### config.mk
export PLATFORM = sky130hd
export DESIGN_NAME = mux_arb_ctrl_flat
export DESIGN_NICKNAME = d
export VERILOG_FILES = /design/src/rtl/mux_arb_pkg.sv /design/src/rtl/mux_arb_ctrl_if.sv /design/src/rtl/mux_arb_ctrl_rr_pick2.sv /design/src/rtl/mux_arb_ctrl.sv /design/src/flat_wrapper.sv
export SDC_FILE = /design/constraint.sdc
export NUM_CORES = 1
export LEC_CHECK = 0
export BUFFER_PORTS_ARGS = -buffer_cell sky130_fd_sc_hd__buf_2
export CAP_MARGIN = 20
export CORE_MARGIN = 10
export CORE_UTILIZATION = 25
export CTS_CLUSTER_DIAMETER = 80
export DETAILED_ROUTE_END_ITERATION = 16
export GPL_ROUTABILITY_DRIVEN = 0
export PLACE_DENSITY = 0.77
export SYNTH_ARGS = -nofsm -noshare
export SYNTH_HDL_FRONTEND = slang
export SYNTH_SLANG_ARGS = --single-unit
### constraint.sdc
create_clock -name clk -period 1.6 [get_ports clk]
set_input_delay 0.08 -clock clk [delete_from_list [all_inputs] [get_ports clk]]
set_output_delay 0.08 -clock clk [all_outputs]
set_load 0.05 [all_outputs]
### src/rtl/mux_arb_pkg.sv
// mux_arb_pkg: shared types and constants for the mux_arb_ctrl slice.
//   state_e  : arbiter FSM states (IDLE, OWN_A, OWN_B)
//   SEL_A/B  : mux select encodings
//   STATS_W  : width of the optional grant statistics counters
package mux_arb_pkg;

  typedef enum logic [1:0] {
    IDLE,
    OWN_A,
    OWN_B
  } state_e;

  localparam logic SEL_A = 1'b0;
  localparam logic SEL_B = 1'b1;

  localparam int unsigned STATS_W = 32;

endpackage

### src/rtl/mux_arb_ctrl_if.sv
// mux_arb_ctrl_if: handshake/data bundle between requesters A/B, the
// arbiter and the downstream consumer.
//   a_*/b_*  : requester valid/data/last in, ready out
//   o_*      : consumer valid/data out, ready in
//   sel/busy : mux select (0 = A, 1 = B) and ownership status
// Modports: slave = arbiter side, master = requester/consumer side.
interface mux_arb_ctrl_if #(
  parameter int unsigned WIDTH = 64
);

  logic             a_valid;
  logic [WIDTH-1:0] a_data;
  logic             a_last;
  logic             a_ready;
  logic             b_valid;
  logic [WIDTH-1:0] b_data;
  logic             b_last;
  logic             b_ready;
  logic             o_valid;
  logic [WIDTH-1:0] o_data;
  logic             o_ready;
  logic             sel;
  logic             busy;

  modport slave (
    input  a_valid, a_data, a_last,
    input  b_valid, b_data, b_last,
    input  o_ready,
    output a_ready, b_ready,
    output o_valid, o_data,
    output sel, busy
  );

  modport master (
    output a_valid, a_data, a_last,
    output b_valid, b_data, b_last,
    output o_ready,
    input  a_ready, b_ready,
    input  o_valid, o_data,
    input  sel, busy
  );

endinterface

### src/rtl/mux_arb_ctrl_rr_pick2.sv
// rr_pick2: combinational two-way round-robin picker.
//   valid_a_i, valid_b_i : candidate requests
//   last_grant_i         : previous grantee (0 = A, 1 = B)
//   grant_valid_o        : at least one candidate is requesting
//   grant_id_o           : chosen candidate (0 = A, 1 = B)
module rr_pick2 (
  input  logic valid_a_i,
  input  logic valid_b_i,
  input  logic last_grant_i,
  output logic grant_valid_o,
  output logic grant_id_o
);

  import mux_arb_pkg::*;

  always_comb begin
    grant_valid_o = valid_a_i | valid_b_i;
    if (valid_a_i && valid_b_i) begin
      grant_id_o = ~last_grant_i;
    end else if (valid_b_i) begin
      grant_id_o = SEL_B;
    end else begin
      grant_id_o = SEL_A;
    end
  end

endmodule

### src/rtl/mux_arb_ctrl.sv
// mux_arb_ctrl: round-robin arbiter/sequencer for a shared 2:1 data mux.
// Grants one of two valid/ready/last requesters, steers its handshake to
// the single consumer and bounds each grant to MAX_BURST beats.
//   clk, reset  : clock, synchronous active-high reset
//   bus         : mux_arb_ctrl_if.slave (requester and consumer handshake)
//   grant_cnt_a/b : saturating grant counters, present only when the
//                   MUX_ARB_STATS_EN macro is defined
// The bus interface must be instantiated with the same WIDTH.
module mux_arb_ctrl
  import mux_arb_pkg::*;
#(
  parameter int unsigned WIDTH     = 64,
  parameter int unsigned MAX_BURST = 4
) (
  input  logic                clk,
  input  logic                reset,
  mux_arb_ctrl_if.slave       bus
`ifdef MUX_ARB_STATS_EN
  ,
  output logic [STATS_W-1:0]  grant_cnt_a,
  output logic [STATS_W-1:0]  grant_cnt_b
`endif
);

  localparam int unsigned CNT_W = $clog2(MAX_BURST + 1);

  state_e             state_q, state_d;
  logic               last_grant_q, last_grant_d;
  logic [CNT_W-1:0]   beat_cnt_q, beat_cnt_d;

  logic sel_w, busy_w, own_valid, own_last;
  logic xfer, rel, grant_take;
  logic pick_a, pick_b, grant_valid, grant_id;

  // Output steering from the current owner.
  always_comb begin
    sel_w     = last_grant_q;
    busy_w    = 1'b0;
    own_valid = 1'b0;
    own_last  = 1'b0;
    unique case (state_q)
      OWN_A: begin
        sel_w     = SEL_A;
        busy_w    = 1'b1;
        own_valid = bus.a_valid;
        own_last  = bus.a_last;
      end
      OWN_B: begin
        sel_w     = SEL_B;
        busy_w    = 1'b1;
        own_valid = bus.b_valid;
        own_last  = bus.b_last;
      end
      default: ;
    endcase
  end

  // Handshakes are masked during reset so no beat is accepted in the
  // cycle that reset is applied, even though the state is still OWN_x.
  assign bus.sel     = sel_w;
  assign bus.busy    = busy_w;
  assign bus.o_valid = own_valid & ~reset;
  assign bus.a_ready = (state_q == OWN_A) & bus.o_ready & ~reset;
  assign bus.b_ready = (state_q == OWN_B) & bus.o_ready & ~reset;
  assign bus.o_data  = sel_w ? bus.b_data : bus.a_data;

  assign xfer = bus.o_valid & bus.o_ready;
  assign rel  = xfer & (own_last | (beat_cnt_q == CNT_W'(MAX_BURST - 1)));

  // One picker serves both decisions: while owning, the owner's own
  // request is masked so only the other side can be chosen for handover.
  assign pick_a = (state_q == OWN_A) ? 1'b0 : bus.a_valid;
  assign pick_b = (state_q == OWN_B) ? 1'b0 : bus.b_valid;

  rr_pick2 u_pick (
    .valid_a_i     (pick_a),
    .valid_b_i     (pick_b),
    .last_grant_i  (last_grant_q),
    .grant_valid_o (grant_valid),
    .grant_id_o    (grant_id)
  );

  assign grant_take = grant_valid & ((state_q == IDLE) | rel);

  always_comb begin
    state_d      = state_q;
    last_grant_d = last_grant_q;
    beat_cnt_d   = beat_cnt_q;
    if (xfer) begin
      beat_cnt_d = beat_cnt_q + CNT_W'(1);
    end
    if (rel) begin
      state_d    = IDLE;
      beat_cnt_d = '0;
    end
    if (grant_take) begin
      state_d      = grant_id ? OWN_B : OWN_A;
      last_grant_d = grant_id;
      beat_cnt_d   = '0;
    end
  end

  always_ff @(posedge clk) begin
    if (reset) begin
      state_q      <= IDLE;
      last_grant_q <= SEL_B;
      beat_cnt_q   <= '0;
    end else begin
      state_q      <= state_d;
      last_grant_q <= last_grant_d;
      beat_cnt_q   <= beat_cnt_d;
    end
  end

`ifdef MUX_ARB_STATS_EN
  logic [STATS_W-1:0] grant_cnt_a_q, grant_cnt_b_q;

  always_ff @(posedge clk) begin
    if (reset) begin
      grant_cnt_a_q <= '0;
      grant_cnt_b_q <= '0;
    end else if (grant_take) begin
      if (!grant_id && (grant_cnt_a_q != '1)) grant_cnt_a_q <= grant_cnt_a_q + 1'b1;
      if (grant_id && (grant_cnt_b_q != '1))  grant_cnt_b_q <= grant_cnt_b_q + 1'b1;
    end
  end

  assign grant_cnt_a = grant_cnt_a_q;
  assign grant_cnt_b = grant_cnt_b_q;
`endif

endmodule

### src/flat_wrapper.sv
// flat-port wrapper written by rule: the top's interface ports become plain ports
module mux_arb_ctrl_flat import mux_arb_pkg::*;
#(
  parameter int unsigned WIDTH     = 64,
  parameter int unsigned MAX_BURST = 4
)
  (clk, reset, bus_a_valid, bus_a_data, bus_a_last, bus_b_valid, bus_b_data, bus_b_last, bus_o_ready, bus_a_ready, bus_b_ready, bus_o_valid, bus_o_data, bus_sel, bus_busy);
  mux_arb_ctrl_if #(.WIDTH(WIDTH)) bus_i ();
  input  logic clk;
  input  logic reset;
  input wire logic [$bits(bus_i.a_valid)-1:0] bus_a_valid;
  input wire logic [$bits(bus_i.a_data)-1:0] bus_a_data;
  input wire logic [$bits(bus_i.a_last)-1:0] bus_a_last;
  input wire logic [$bits(bus_i.b_valid)-1:0] bus_b_valid;
  input wire logic [$bits(bus_i.b_data)-1:0] bus_b_data;
  input wire logic [$bits(bus_i.b_last)-1:0] bus_b_last;
  input wire logic [$bits(bus_i.o_ready)-1:0] bus_o_ready;
  output wire logic [$bits(bus_i.a_ready)-1:0] bus_a_ready;
  output wire logic [$bits(bus_i.b_ready)-1:0] bus_b_ready;
  output wire logic [$bits(bus_i.o_valid)-1:0] bus_o_valid;
  output wire logic [$bits(bus_i.o_data)-1:0] bus_o_data;
  output wire logic [$bits(bus_i.sel)-1:0] bus_sel;
  output wire logic [$bits(bus_i.busy)-1:0] bus_busy;
  assign bus_i.a_valid = bus_a_valid;
  assign bus_i.a_data = bus_a_data;
  assign bus_i.a_last = bus_a_last;
  assign bus_i.b_valid = bus_b_valid;
  assign bus_i.b_data = bus_b_data;
  assign bus_i.b_last = bus_b_last;
  assign bus_i.o_ready = bus_o_ready;
  assign bus_a_ready = bus_i.a_ready;
  assign bus_b_ready = bus_i.b_ready;
  assign bus_o_valid = bus_i.o_valid;
  assign bus_o_data = bus_i.o_data;
  assign bus_sel = bus_i.sel;
  assign bus_busy = bus_i.busy;
  mux_arb_ctrl #(.WIDTH(WIDTH), .MAX_BURST(MAX_BURST)) u_core (.clk(clk), .reset(reset), .bus(bus_i));
endmodule
* After elaboration in Yosys (flattened, before gate mapping)
Index checks and enable logic that the tools add are counted.
Storage, ports and cells: input port bits 135, word-level logic and storage cells 37, output and inout bits 69, bits in registers 6
Cells by class: equal/unequal tests 3, mux-type cells 12, add/sub/neg operators 1, bitwise logic cells 13, reduce and logical (&&, ||, !) cells 5
Operator list (count):
- 64-bit 2-to-1 mux | 1
- 1-bit bitwise AND | 8
- 2-bit 2-to-1 mux | 3
- 1-bit one-hot mux with 2 select lines | 3
- 1-bit 2-to-1 mux | 5
- 3-bit by 1-bit adder with 3-bit output, second input constant | 1
- 3-bit by 2-bit equality test with 1-bit output, second input constant | 1
- 1-bit OR | 3
- 3-bit OR reduction | 1
- 2-bit by 1-bit equality test with 1-bit output, second input constant | 1
- 2-bit equality test, second input constant | 1
- 2-bit zero test | 1
- 1-bit NOT | 2
- 2-bit nonzero test | 1
- 2-bit OR reduction | 1
- 1-bit logical AND | 1

* Depth between registers and ports, before layout
Gate-level depths: netlist of the first run.
depth after elaboration 8, mapped depth 6, mapped depth without buffers 6

* By module
From an unflattened synthesis of the first run, not the netlist that was laid out.
Second synthesis, totals: cell total of the unflattened synthesis 119, area, all modules 1177.4 um2
By module, submodules not included:
- mux_arb_ctrl | instances 1, seq. area each 120.1 um2, cells an instance 117, area each 1163.6 um2
- rr_pick2 | instances 1, seq. area each 0.0 um2, cells an instance 2, area each 13.8 um2

* Worst setup path before layout of the first run
Ideal clock, no wire load.
path type reg2out, start point register u_core.state_q[0], end point output port bus_o_data[10], data required time 1520 ps, arrival 2106 ps, setup slack -586 ps, stages on the path, launching flop included 7, buffers on the path 2, cell sequence dfxtp_1 inv_1 ha_1 mux2i_1 buf_2 buf_4 mux2_2
Between the ends: word-level cells in the longest chain between the ends 3, elaborated cells on any way between the ends 4, classes of those cells eq/ne (2); mux (2)
RTL lines:
- start, declared | line mux_arb_ctrl.sv:27 | state_e state_q, state_d;
- start signal, assigned | line mux_arb_ctrl.sv:109 | state_q <= state_d;
- 2-bit equality test or 2-bit by 1-bit equality test with 1-bit output (tied branches) | line mux_arb_ctrl.sv:41 | unique case (state_q)
- 1-bit one-hot mux with 2 select lines * | line mux_arb_ctrl.sv:41
- 64-bit 2-to-1 mux * | line mux_arb_ctrl.sv:65 | assign bus.o_data = sel_w ? bus.b_data : bus.a_data;
- end, declared | line flat_wrapper.sv:21 | output wire logic [$bits(bus_i.o_data)-1:0] bus_o_data;
Every way passes the cells marked *; elsewhere a longest branch is shown, timed or not.

* Final worst setup path of the first run
start point register u_core.state_q[0], end point output port bus_o_data[32]
The elaborated chain is that of the path after synthesis.

==> results.py, run 1 <==
metrics = {
    "min_path": {
        "hold_path.class": "in -> reg",
        "whs_path_depth": 2,
        "hold_start": "reset",
        "worstHoldEndpoint": "u_core.state_q[0]$_SDFFE_PP0P_",
    },
    "synthesis": {
        "synth_edf_count": 0,
        "async_flop_share_pct": 0,
        "yosysSeqAreaShare_pct": 10.05,
        "synth_area_leaders": "mux2_2, dfxtp_1, ha_1",
        "synth_area_leader_cell": "mux2_2",
        "yosys_warnings": 0,
        "ys_ff_latch": 6,
        "synthCells": 118,
        "netlist_area_sq_um": 1195,
        "synthesis.nets": 258,
        "synth_flop_cell": "dfxtp_1",
        "synthDistinctLibCells": 29,
        "synth.top_cell.area_share_pct": 61.26,
        "syn_area_per_cell_sq_um": 10.13,
    },
    "route": {
        "vias": 1944,
        "antenna_left": 0,
        "wirelength_microns": 9700,
        "avgViaCountPerCell": 4.897,
        "wl_per_cell_microns": 24.43,
        "drcViolationCount": 0,
        "first_pass_iters": 4,
        "dr.first_iter.drc_count": 49,
    },
    "global_routing": {
        "overflow": 0,
        "grt_usage_pct": 20.71,
        "grt_pass1_vias": 2131,
        "antenna_found_initial": 1,
        "grt_max_degree": 16,
        "grt_pass1_wl_microns": 12500,
    },
    "cells_and_area": {
        "multi_input_area_sq_um": 1274,
        "area_growth_pct": 177.0,
        "antennaDiodeCount": 0,
        "drive_gt1_share_pct": 90.09,
        "layout.nets": 485,
        "final_common_cell": "buf_2",
        "fill_cells": 332,
        "layout_common_cells": "buf_2, mux2_4, buf_6",
        "utilization_pct": 70.53,
        "final-seq-area_sq_um": 122.6,
    },
    "sta": {
        "final.setup.tns_ps": -29250,
        "setup_violations": 72,
        "fin_crit_ps": 2103,
        "hold_viol_final": 0,
        "timing.final.ws_setup_ps": -502.8,
        "rsz0062_at_grt": "yes",
        "skew_ps": 3.055,
        "max_clock_freq_mhz": 475.6,
        "maxSlewHeadroom_pct": 85.31,
        "tightestPinTransition_ps": 215.7,
        "fin_crit_sh_pct": 131.4,
        "maxSlewViolCount": 0,
    },
    "setup_path": {
        "crit_start": "u_core.state_q[0]$_SDFFE_PP0P_",
        "crit_arrival_ps": 2020,
        "required_ps": 1520,
        "endpoint_kind": "primary output",
        "r2r_slack_ps": -210,
        "critPathKind": "reg -> out",
        "reg2reg_from": "u_core.state_q[0]$_SDFFE_PP0P_",
        "ff2ff_path_depth": 7,
        "path_max_fanout": 7,
        "cp-start-kind": "flop",
        "r2r-end": "u_core.state_q[0]$_SDFFE_PP0P_",
    },
    "pwr": {
        "p_leak_nw": 1.823,
        "power_per_cell_area_nw_per_um2": 2183,
        "peakVddDrop_uv": 1015,
    },
    "cts": {
        "clock_latency_ps": 220,
        "htree_levels": 1,
        "clock-root-buffer": "clkbuf_8",
        "cts_buffers": 3,
        "cts_tree": "built",
        "clkTransAtPathRegs_ps": 40,
        "clock_path_buffers": 2,
        "cts_sinks": 6,
    },
    "flow_run": {
        "cap_violations": 0,
    },
    "placed_design": {
        "dpl.hpwl_microns": 6913,
        "portBuffers": 203,
        "dp_worst_setup_slack_ps": -292.8,
    },
    "floorplan": {
        "io_pins": 204,
        "coreArea_sq_um": 4692,
        "row_count": 25,
        "start_util_pct": 25.47,
        "die_w_microns": 89.14,
        "die_h_microns": 89.14,
        "die_area_sq_um": 7945,
    },
    "run_status": {
        "status": "complete, but fails checks",
        "violations": "negative setup slack",
    },
}
-- registers in the layout (all words and copies together) (netlist names) --
signal / flops
u_core.beat_cnt_q: 3
u_core.last_grant_q: 1
u_core.state_q: 2
-- timing repair --
| action | in CTS | in global routing |
|---|---|---|
| buffers inserted | 5 | 4 |
| resized for setup | 115 | 45 |
| cloned | 4 | 1 |
| pin swaps | 1 | 1 |
| setup endpoints to repair | 72 | 72 |
| hold buffers | 0 | 0 |
-- how the worst max path moves through the flow --
stage / endpoint / slack [ps]
final: bus_o_data[32] / -500
after floorplan: bus_o_data[10] / -210
after detailed placement: bus_o_data[59] / -290
after CTS: bus_o_data[45] / -480
after global routing: bus_o_data[53] / -560
after global placement: bus_o_data[59] / -270
-- cell type report --
cell class              instances  share of cell area, %
repair buffers                229                  53.95
multi-input cells             100                  38.49
flip-flops and latches          6                  3.705
well taps                      54                  2.042
clock buffers                   3                  1.248
inverters                       5                 0.5671
-- critical path, cell delays in order, from the launching register on --
cell and delay [ps]:
dfxtp_2 330, inv_2 60, ha_4 280, mux2i_4 280, buf_6 150, buf_12 110
buf_16 130, mux2_4 310, buf_6 150
-- routing by layer --
metal / routed length (microns) / share of wire (%) / track usage (%) / up-vias
met5: 13 / 0.13 / 0 / -
li1: - / - / - / 898
met2: 5492 / 57 / 39.87 / 111
met3: 922 / 9.5 / 8.478 / 22
met4: 318 / 3.3 / 7.514 / 2
met1: 2952 / 30 / 18.89 / 911
-- synthesized netlist by cell type (2+ instances only) --
cell type	number
and2_1	2
o21ai_0	2
nor2b_1	2
dfxtp_1	6
a21oi_1	2
buf_2	2
inv_1	5
buf_4	5
mux2_2	65
mux2i_1	2
nor3_1	3
ha_1	5
-- report_power, final --
part,switching [mW],internal [mW],leakage (nW)
clock,0.0588,0.161,0.0216
combinational,3.66,3.15,1.75
sequential,0.0162,0.172,0.0497
total,3.74,3.49,1.82
-- per-stage QoR --
| stage | hold slack, ps | power, mW | cells | area (sq um) |
|---|---|---|---|---|
| after global placement | 343.9 | 5.210 | 381 | 2591 |
| after CTS | 131.8 | 6.774 | 393 | 3134 |
| after global routing | 133.6 | 7.437 | 397 | 3309 |
| after detailed placement | 356.2 | 5.242 | 381 | 2591 |
| after floorplan | 141.7 | 4.368 | 118 | 1460 |
| final | 116.6 | 7.225 | 397 | 3309 |
-- kinds of logic after synthesis --
family | count (synthesis) | synth area share, %
multiplexers | 67 | 62.93
adder cells (fa/ha/maj) | 5 | 5.236
AND/OR/NAND/NOR | 16 | 9.005
XOR/XNOR | 1 | 0.7331
flip-flops | 6 | 10.05
buffers and inverters | 12 | 5.550
AO/OA/AOI/OAI | 11 | 6.493
Power figures use the tool's default switching activity.
==> run 2, diff against run 1 <==
ABC_AREA = 1   (was default)
CORE_UTILIZATION = 28   (was 25)
PLACE_DENSITY = 0.76   (was 0.77)
==> run 2 against run 1 <==
Against the previous run:
- the flow still finishes with violations (negative setup slack)
- critical path type unchanged
- via count is 6.3% higher
- cell count is 11% higher
- critical path depth is 1 higher
- fmax is 7.0% higher
- non-clock buffer count is 2 higher
- total power is 19% higher
==> results.py, run 2 <==
metrics = {
    "global_routing": {
        "grt_usage_pct": 20.67,
        "grt_max_degree": 13,
        "overflow": 0,
        "grt_pass1_wl_microns": 13880,
        "grt_pass1_vias": 2299,
        "antenna_found_initial": 0,
    },
    "sta": {
        "final.setup.tns_ps": -21740,
        "maxSlewViolCount": 0,
        "hold_viol_final": 0,
        "timing.final.ws_setup_ps": -365.5,
        "skew_ps": 3.220,
        "rsz0062_at_grt": "yes",
        "fin_crit_sh_pct": 122.8,
        "hold_slack_ps": 232.9,
        "setup_violations": 71,
        "max_clock_freq_mhz": 508.8,
        "fin_crit_ps": 1966,
        "maxSlewHeadroom_pct": 82.99,
        "tightestPinTransition_ps": 257.0,
    },
    "cts": {
        "clkTransAtPathRegs_ps": 30,
        "clock_latency_ps": 230,
        "cts_sinks": 6,
        "cts_buffers": 3,
        "htree_levels": 1,
        "clock_path_buffers": 2,
        "cts_tree": "built",
        "clock-root-buffer": "clkbuf_8",
    },
    "cells_and_area": {
        "multi_input_area_sq_um": 1341,
        "final-seq-area_sq_um": 122.6,
        "final_common_cell": "buf_2",
        "layout_common_cells": "buf_2, mux2_4, buf_6",
        "drive_gt1_share_pct": 87.57,
        "utilization_pct": 69.06,
        "fill_cells": 400,
        "stdcell_count": 440,
        "layout.nets": 512,
        "fin_area_sq_um": 3527,
        "largest_reg_flops": 3,
        "area_growth_pct": 138.5,
        "registers.top_by_ff_count": "u_core.beat_cnt_q",
        "antennaDiodeCount": 0,
        "largestRegisters": "u_core.beat_cnt_q (3), u_core.state_q (2), u_core.last_grant_q (1)",
    },
    "floorplan": {
        "row_count": 26,
        "start_util_pct": 28.96,
        "die_area_sq_um": 8589,
        "die_w_microns": 92.68,
        "io_pins": 204,
        "coreArea_sq_um": 5107,
        "die_h_microns": 92.68,
    },
    "placed_design": {
        "place_inst": 422,
        "place_area_sq_um": 2665,
        "dp_worst_setup_slack_ps": -174.0,
        "dpl.hpwl_microns": 7405,
        "portBuffers": 203,
    },
    "synthesis": {
        "synth_area_leaders": "mux2_4, mux2_2, buf_12",
        "synthesis.nets": 283,
        "ys_ff_latch": 6,
        "synth.top_cell.area_share_pct": 49.75,
        "synth_edf_count": 0,
        "synthDistinctLibCells": 18,
        "async_flop_share_pct": 0,
        "synth_flop_cell": "dfxtp_1",
        "synthCells": 143,
        "synth_commonest_cells": "mux2_4, nand2_1, inv_1",
        "yosys_warnings": 0,
        "yosysSeqAreaShare_pct": 8.122,
        "syn_area_per_cell_sq_um": 10.34,
        "yosysMostFrequentCell": "mux2_4",
        "synth_area_leader_cell": "mux2_4",
        "netlist_area_sq_um": 1479,
    },
    "setup_path": {
        "endpoint": "bus_o_data[45]",
        "crit_path_max_incr_delay_ps": 320,
        "path_max_fanout": 5,
        "endpoint_kind": "primary output",
        "crit_top_cell": "buf_6",
        "slowest_stage": "dfxtp_2",
        "crit_start": "u_core.state_q[0]$_SDFFE_PP0P_",
        "required_ps": 1520,
        "critPathKind": "reg -> out",
        "ff2ff_path_depth": 12,
        "cp-start-kind": "flop",
        "crit_buf_inv": 5,
        "crit_arrival_ps": 1890,
        "path_cells": "inv_2 > ha_4 > nand2_4 > o21ai_4 > buf_6 > buf_12 > buf_16 > mux2_4 > buf_6",
        "critPathTopFamily": "buffers and inverters",
        "r2r_slack_ps": -20,
        "reg2reg_from": "u_core.state_q[0]$_SDFFE_PP0P_",
        "path_depth": 9,
        "r2r-end": "u_core.last_grant_q$_SDFFE_PP1P_",
    },
    "route": {
        "drcViolationCount": 0,
        "dr_wl_met3_microns": 850,
        "antenna_left": 0,
        "wl_met2_microns": 5534,
        "avgViaCountPerCell": 4.698,
        "wl_per_cell_microns": 22.07,
        "vias": 2067,
        "dr.first_iter.drc_count": 48,
        "wl_met1_microns": 2992,
        "top_layer": "met4",
        "wirelength_microns": 9711,
        "first_pass_iters": 4,
    },
    "pwr": {
        "power_mw": 8.606,
        "p_leak_nw": 2.016,
        "peakVddDrop_uv": 1237,
        "power_per_cell_area_nw_per_um2": 2440,
    },
    "run_status": {
        "violations": "negative setup slack",
        "status": "complete, but fails checks",
    },
    "min_path": {
        "hold_path.class": "in -> reg",
    },
    "flow_run": {
        "cap_violations": 0,
    },
}
## run 2: cell types whose count changed after synthesis, moves of 8 or more
cell	before	now
inv_1	5	16
mux2_2	65	15
mux2_4	0	49
nand2_1	1	20
nor2_1	0	8
## run 2: power by group
group | switching [mW] | internal (mW)
clock network | 0.0653 | 0.162
registers | 0.0144 | 0.177
logic | 4.31 | 3.88
## run 2: final cells by class
cell class	count	share of cell area [%]
repair buffers	231	53.14
clock buffers	3	1.171
flip-flops and latches	6	3.476
multi-input cells	114	38.03
inverters	16	1.703
well taps	70	2.483
## run 2: metal layers
metal  up-vias  global-route usage (%)
met5         -                       0
met2       133                   41.00
met1       964                   19.60
met4         0                   7.841
met3        25                   5.488
li1        945                       -
## run 2: logic make-up after synthesis
kind of cell	synth area share (%)
multiplexers	61.17
AO/OA/AOI/OAI	1.776
AND/OR/NAND/NOR	11.42
buffers and inverters	12.69
flip-flops	8.122
adder cells (fa/ha/maj)	4.230
XOR/XNOR	0.5923
## run 2: worst min-delay path by stage
| stage | to | cells after the start | start | slack (ps) |
|---|---|---|---|---|
| after floorplan | u_core.last_grant_q$_SDFFE_PP1P_ | 2 | reset | 210 |
| after global placement | u_core.last_grant_q$_SDFFE_PP1P_ | 3 | reset | 420 |
| after detailed placement | u_core.last_grant_q$_SDFFE_PP1P_ | 3 | reset | 440 |
| after CTS | u_core.last_grant_q$_SDFFE_PP1P_ | 3 | reset | 210 |
| after global routing | u_core.last_grant_q$_SDFFE_PP1P_ | 3 | reset | 280 |
| final | u_core.last_grant_q$_SDFFE_PP1P_ | 3 | reset | 230 |
## run 2: worst reg2reg max path, cell delays in order, from the launching register on
cell and delay, ps:
dfxtp_2 320, inv_2 60, ha_4 290, buf_4 140
inv_1 60, nor2_4 120, nand2_4 70, nor2_4 90
nand2_2 70, nand2_4 90, nand2_2 70, nand2_1 60
nand3_1 60
## run 2: what timing repair did
item / CTS / global route
pin swaps: 4 / 3
gates cloned: 5 / 0
gates resized for setup: 167 / 16
hold buffers: 0 / 0
endpoints found under the setup margin: 72 / 73
setup buffers: 12 / 1
